File: config.mk
export PLATFORM = sky130hd
export DESIGN_NAME = space_wire_rx_char_decoder
export DESIGN_NICKNAME = d
export VERILOG_FILES = /design/src/rtl/space_wire_pkg.sv /design/src/rtl/space_wire_rx_char_decoder.sv
export SDC_FILE = /design/constraint.sdc
export NUM_CORES = 1
export LEC_CHECK = 0
export CAP_MARGIN = 20
export CORE_MARGIN = 10
export CORE_UTILIZATION = 55
export CTS_CLUSTER_SIZE = 25
export DETAILED_ROUTE_END_ITERATION = 7
export HOLD_SLACK_MARGIN = 0.06
export PLACE_DENSITY = 0.79
export SLEW_MARGIN = 25
export SYNTH_ARGS = -nofsm -noshare
export SYNTH_HDL_FRONTEND = slang
export SYNTH_SLANG_ARGS = --single-unit
File: constraint.sdc
create_clock -name i_clk -period 2.8 [get_ports i_clk]
set_clock_uncertainty 0.1 [all_clocks]
set_input_delay 0.56 -clock i_clk [delete_from_list [all_inputs] [get_ports i_clk]]
set_output_delay 0.56 -clock i_clk [all_outputs]
set_load 0.01 [all_outputs]
File: src/rtl/space_wire_pkg.sv
// Shared SpaceWire character constants: control codes, character lengths,
// the NULL pattern used for alignment, N-Char marker encodings and RX states.
package space_wire_pkg;

  // Control codes; the first-arrived code bit is the LSB.
  localparam logic [1:0] CodeFct = 2'd0;
  localparam logic [1:0] CodeEop = 2'd1;
  localparam logic [1:0] CodeEep = 2'd2;
  localparam logic [1:0] CodeEsc = 2'd3;

  localparam int unsigned CtrlCharLen = 4;
  localparam int unsigned DataCharLen = 10;

  // ESC flag+code, FCT parity (0), FCT flag+code, oldest bit in the MSB.
  localparam logic [6:0] NullPattern = 7'b1110100;

  localparam logic [8:0] RxDataEop = 9'h100;
  localparam logic [8:0] RxDataEep = 9'h101;

  typedef enum logic [1:0] {
    StHunt    = 2'd0,
    StAligned = 2'd1,
    StError   = 2'd2
  } rx_state_e;

endpackage

File: src/rtl/space_wire_rx_char_decoder.sv
// SpaceWire receive character decoder: aligns on the first NULL, then
// deserialises, parity-checks and classifies characters in the RX clock domain.
module space_wire_rx_char_decoder
  import space_wire_pkg::*;
(
  input  logic       i_clk,
  input  logic       i_reset_n,
  input  logic       i_rx_enable,
  input  logic       i_rx_bit,
  input  logic       i_rx_bit_valid,
  output logic       o_got_null,
  output logic       o_got_fct,
  output logic       o_got_time_code,
  output logic [7:0] o_rx_time_code,
  output logic       o_rx_data_valid,
  output logic [8:0] o_rx_data,
  output logic       o_parity_error,
  output logic       o_escape_error
);

  localparam logic [3:0] CtrlLastIdx = 4'(CtrlCharLen - 1);
  localparam logic [3:0] DataLastIdx = 4'(DataCharLen - 1);

  rx_state_e  r_state;
  logic [7:0] r_shift;
  logic [3:0] r_bit_cnt;
  logic       r_is_ctrl;
  logic       r_parity_bit;
  logic       r_acc;
  logic       r_esc_pending;

  logic [6:0] w_window;
  logic       w_null_match;
  logic       w_parity_ok;
  logic       w_last;
  logic [1:0] w_code;
  logic [7:0] w_data;

  always_comb begin
    w_window     = {r_shift[5:0], i_rx_bit};
    w_null_match = (w_window == NullPattern);
    // Odd parity over previous character's code/data bits plus P and F.
    w_parity_ok  = r_acc ^ r_parity_bit ^ i_rx_bit;
    w_last       = (r_bit_cnt == (r_is_ctrl ? CtrlLastIdx : DataLastIdx));
    // Code/data bits are shifted in from the top, so the current bit completes them.
    w_code       = {i_rx_bit, r_shift[7]};
    w_data       = {i_rx_bit, r_shift[7:1]};
  end

  always_ff @(posedge i_clk or negedge i_reset_n) begin
    if (!i_reset_n) begin
      r_state         <= StHunt;
      r_shift         <= '0;
      r_bit_cnt       <= '0;
      r_is_ctrl       <= 1'b0;
      r_parity_bit    <= 1'b0;
      r_acc           <= 1'b0;
      r_esc_pending   <= 1'b0;
      o_got_null      <= 1'b0;
      o_got_fct       <= 1'b0;
      o_got_time_code <= 1'b0;
      o_rx_time_code  <= '0;
      o_rx_data_valid <= 1'b0;
      o_rx_data       <= '0;
      o_parity_error  <= 1'b0;
      o_escape_error  <= 1'b0;
    end else begin
      o_got_null      <= 1'b0;
      o_got_fct       <= 1'b0;
      o_got_time_code <= 1'b0;
      o_rx_data_valid <= 1'b0;
      if (!i_rx_enable) begin
        r_state        <= StHunt;
        r_shift        <= '0;
        r_bit_cnt      <= '0;
        r_is_ctrl      <= 1'b0;
        r_parity_bit   <= 1'b0;
        r_acc          <= 1'b0;
        r_esc_pending  <= 1'b0;
        o_rx_time_code <= '0;
        o_rx_data      <= '0;
        o_parity_error <= 1'b0;
        o_escape_error <= 1'b0;
      end else if (i_rx_bit_valid) begin
        case (r_state)
          StHunt: begin
            r_shift <= {r_shift[6:0], i_rx_bit};
            if (w_null_match) begin
              o_got_null    <= 1'b1;
              r_shift       <= '0;
              r_bit_cnt     <= '0;
              r_acc         <= 1'b0;
              r_esc_pending <= 1'b0;
              r_state       <= StAligned;
            end
          end

          StAligned: begin
            if (r_bit_cnt == 4'd0) begin
              r_parity_bit <= i_rx_bit;
              r_bit_cnt    <= 4'd1;
            end else if (r_bit_cnt == 4'd1) begin
              if (!w_parity_ok) begin
                o_parity_error <= 1'b1;
                r_state        <= StError;
              end else begin
                r_is_ctrl <= i_rx_bit;
                r_acc     <= 1'b0;
                r_bit_cnt <= 4'd2;
              end
            end else begin
              r_shift <= {i_rx_bit, r_shift[7:1]};
              r_acc   <= r_acc ^ i_rx_bit;
              if (!w_last) begin
                r_bit_cnt <= r_bit_cnt + 4'd1;
              end else begin
                r_bit_cnt <= '0;
                if (r_is_ctrl) begin
                  unique case (w_code)
                    CodeEsc: begin
                      if (r_esc_pending) begin
                        o_escape_error <= 1'b1;
                        r_state        <= StError;
                      end else begin
                        r_esc_pending <= 1'b1;
                      end
                    end
                    CodeFct: begin
                      if (r_esc_pending) begin
                        o_got_null    <= 1'b1;
                        r_esc_pending <= 1'b0;
                      end else begin
                        o_got_fct <= 1'b1;
                      end
                    end
                    CodeEop, CodeEep: begin
                      if (r_esc_pending) begin
                        o_escape_error <= 1'b1;
                        r_state        <= StError;
                      end else begin
                        o_rx_data_valid <= 1'b1;
                        o_rx_data       <= (w_code == CodeEop) ? RxDataEop : RxDataEep;
                      end
                    end
                  endcase
                end else if (r_esc_pending) begin
                  o_got_time_code <= 1'b1;
                  o_rx_time_code  <= w_data;
                  r_esc_pending   <= 1'b0;
                end else begin
                  o_rx_data_valid <= 1'b1;
                  o_rx_data       <= {1'b0, w_data};
                end
              end
            end
          end

          StError: begin
            // Held until the link state machine drops i_rx_enable.
          end

          default: r_state <= StHunt;
        endcase
      end
    end
  end

endmodule

==> impl_results.md <==
- Status: complete, no violations
- Share of layout cells above drive strength 1: 11.4%
- Initial antenna violation count: 0
- Setup Buffers After CTS: 0
- Largest area contributor in the netlist: dfrtp_1
- Max VDD drop: 0.000319 V
- Pre-antenna DRT Iters: 4
- Min-Delay Path Class: primary input to async pin
- Post-Synthesis Net Count: 251
- Die Span X: 84.7 µm
- Post-Place Setup Slack: ~0.15 ns
- Lkg Pwr: around 0.0011 µW
- Final setup fails: 0
- Main synth FF type: dfrtp_1
- Critical Path AT: 2.49 ns
- Synth warnings: 0
- Setup TNS: 0 ns
- Total track usage: between 10% and 20%
- CTS Sinks: 41
- ANT cells: 0
- Grt total ovfl: 0
- Worst endpoint required time: 2.88 ns
- IO Pins: 28
- Vias per inst: around 5.8
- Synth top area share: between 40 and 50%
- R2R Path Start: r_bit_cnt[3]
- Max-Cap Viols: 0
- Final WL: roughly 5.2 mm
- Worst-Skew Late Latency: just under 0.3 ns
- First-pass GRT wire length: 9.18 mm
- I/O Buffers: 27
- Initial core utilization: 57.2%
- Post-synthesis cell count: 240
- Number of synthesized register bits: a little over 40
- Final Hold Fails: 0
- CTS Buffer Depth: 2
- Worst-path clk slew: 0.08 ns
- Fin. max-slew vios: 0
- Async SR Flop Fraction: 100%
- Netlist cell types: 49
- Pwr per Cell Area: 402 nW/µm²
- CTS tree: yes
- Die Span Y: 84.7 µm
- Crit path from: r_bit_cnt[3]
- WS Path Type: register to register
- Drt drc: 0
- Relative slew slack: 40.5%
- Pin count of the biggest net entering global routing: 42
- CTS resizes: 0
- DR WL/cell: 16.3 µm
- Nets: 283
- CTS H-tree depth: 2
- RSZ-0062 raised after global routing: false
- Core area: a little over 4000 µm²
- DP HPWL: approximately 3.6 mm
- Site Rows: 23
- Mapped Area: around 2300 µm²
- Num CTS Buffers: 5
- Post-route cell area: between 2000 and 3000 µm²
- Starting DRT DRC Count: 161
- F_max: 0.415 GHz
- Sequential-to-total area share from yosys stat: 44.5%
- Die ar.: between 7000 and 8000 µm²
- Synth top area cells: dfrtp_1, o21ai_0, mux2i_1
- Vias after detailed routing: about 1,900
- Worst Path Max Fanout: 18
- Worst-margin pin slew: roughly 0.9 ns
- Tmin final: 2.41 ns
- Final worst slack: 0.390 ns
- Mean Syn Cell Area: 9.60 µm²
- Area grow syn2layout: 18.6%
- Vias in the first global route: 1,893
- Number of synthesized flops with an enable pin: 0
- Placement-stage cell area: 2640 µm²
- CP startpoint kind: register
- Period utilization: 86.1%
- Post-CTS Hold Buffers: 0
- GP Congestion: 0.873
- Root buf cell: clkbuf_8
- Antenna-violating nets left: 0
- Nature of the critical path endpoint: register
[sequential cells by signal (all words and copies together) (netlist names)]
signal and cells:
o_rx_data 9, o_rx_time_code 8, r_shift 8, r_bit_cnt 4
r_state 2, o_escape_error 1, o_got_fct 1, o_got_null 1
o_got_time_code 1, o_parity_error 1, o_rx_data_valid 1, r_acc 1
r_esc_pending 1, r_is_ctrl 1, r_parity_bit 1
[metal layers]
metal  global-route usage [%]  routed length [µm]
met5                        0                   0
met4                     4.04                  36
met3                     4.93                 383
met2                     23.6                2390
met1                     19.4                2430
[cell type report]
type | count | area (µm²)
Clock buffer | 6 | 82.6
Fill cell | 327 | 1300
Multi-Input combinational cell | 163 | 1120
Tap cell | 50 | 62.6
Inverter | 22 | 82.6
Clock inverter | 1 | 7.51
Timing Repair Buffer | 39 | 355
Sequential cell | 41 | 1030
[synth_stat cells (2+ instances only)]
cell type	n
dfrtp_1	41
o21ai_0	26
inv_1	22
nand3_1	20
nor2b_1	13
nand2_1	12
mux2i_1	10
clkbuf_1	9
nor2_1	9
a22o_1	6
ha_1	6
a21oi_1	4
a31oi_1	4
buf_6	3
nand2b_1	3
nand3b_1	3
nor3_1	3
nor3b_1	3
or3b_2	3
a31o_2	2
and2_1	2
and3_1	2
and3b_1	2
nor4b_1	2
o2111ai_1	2
o211ai_1	2
o21a_1	2
o31ai_1	2
or2_2	2
[critical path, stage by stage, from the launching register on]
cell and delay [ns]:
dfrtp_1 0.50, or3b_1 0.37, a211o_1 0.45, o41ai_4 0.36
buf_4 0.25, nor2_1 0.06, a31o_2 0.21
[power breakdown]
part,switching (µW),internal (µW)
registers,7.69,599
clock network,198,195
logic,60.2,39.7
[metrics by stage]
step / power [µW] / hold WS, ns / util, % / cells
after floorplan: 674 / 0.164 / - / 240
after global placement: 716 / 0.374 / 65.6 / 315
after detailed placement: 718 / 0.380 / 65.6 / 315
after CTS: 1110 / 0.324 / 67.8 / 322
after global routing: 1150 / 0.366 / 67.8 / 322
final: 1100 / 0.290 / 67.8 / 322
[worst paths after layout]
check / to / slack [ns] / cells past startpoint
min in group i_clk: o_parity_error / 0.40 / 1
min: o_rx_data[5] / 0.29 / 1
max in group asynchronous: o_rx_time_code[6] / 1.76 / 1
min reg2reg: o_parity_error / 0.40 / 1
max reg2reg: o_rx_data[0] / 0.39 / 6
max: o_rx_data[0] / 0.39 / 6
[logic make-up (layout without fill, tap and decap cells)]
family          Yosys count  count (layout)  synth area share [%]
simple gates             85              85                  21.7
xor+xnor                  2               2                  1.41
buf+inv                  36              68                  7.06
compound gates           60              60                  17.8
fa+ha+maj                 6               6                  3.26
flops                    41              41                  44.5
mux                      10              10                  4.34
[cell usage in the layout, fill, tap and decap left out, types with 2 or more instances in the layout]
master | Yosys | routed
dfrtp_1 | 41 | 41
o21ai_0 | 26 | 26
clkdlybuf4s50_1 | 0 | 26
inv_1 | 22 | 22
nand3_1 | 20 | 20
nor2b_1 | 13 | 13
nand2_1 | 12 | 12
buf_4 | 1 | 12
mux2i_1 | 10 | 10
nor2_1 | 9 | 9
a22o_1 | 6 | 6
ha_1 | 6 | 6
clkbuf_8 | 0 | 6
a31oi_1 | 4 | 4
a21oi_1 | 4 | 4
nand2b_1 | 3 | 3
nand3b_1 | 3 | 3
nor3_1 | 3 | 3
nor3b_1 | 3 | 3
or3b_2 | 3 | 3
or2_2 | 2 | 2
o211ai_1 | 2 | 2
nor4b_1 | 2 | 2
and2_1 | 2 | 2
and3_1 | 2 | 2
and3b_1 | 2 | 2
a31o_2 | 2 | 2
o2111ai_1 | 2 | 2
o31ai_1 | 2 | 2
o21a_1 | 2 | 2
No activity file was read; power rests on OpenSTA's default activity.
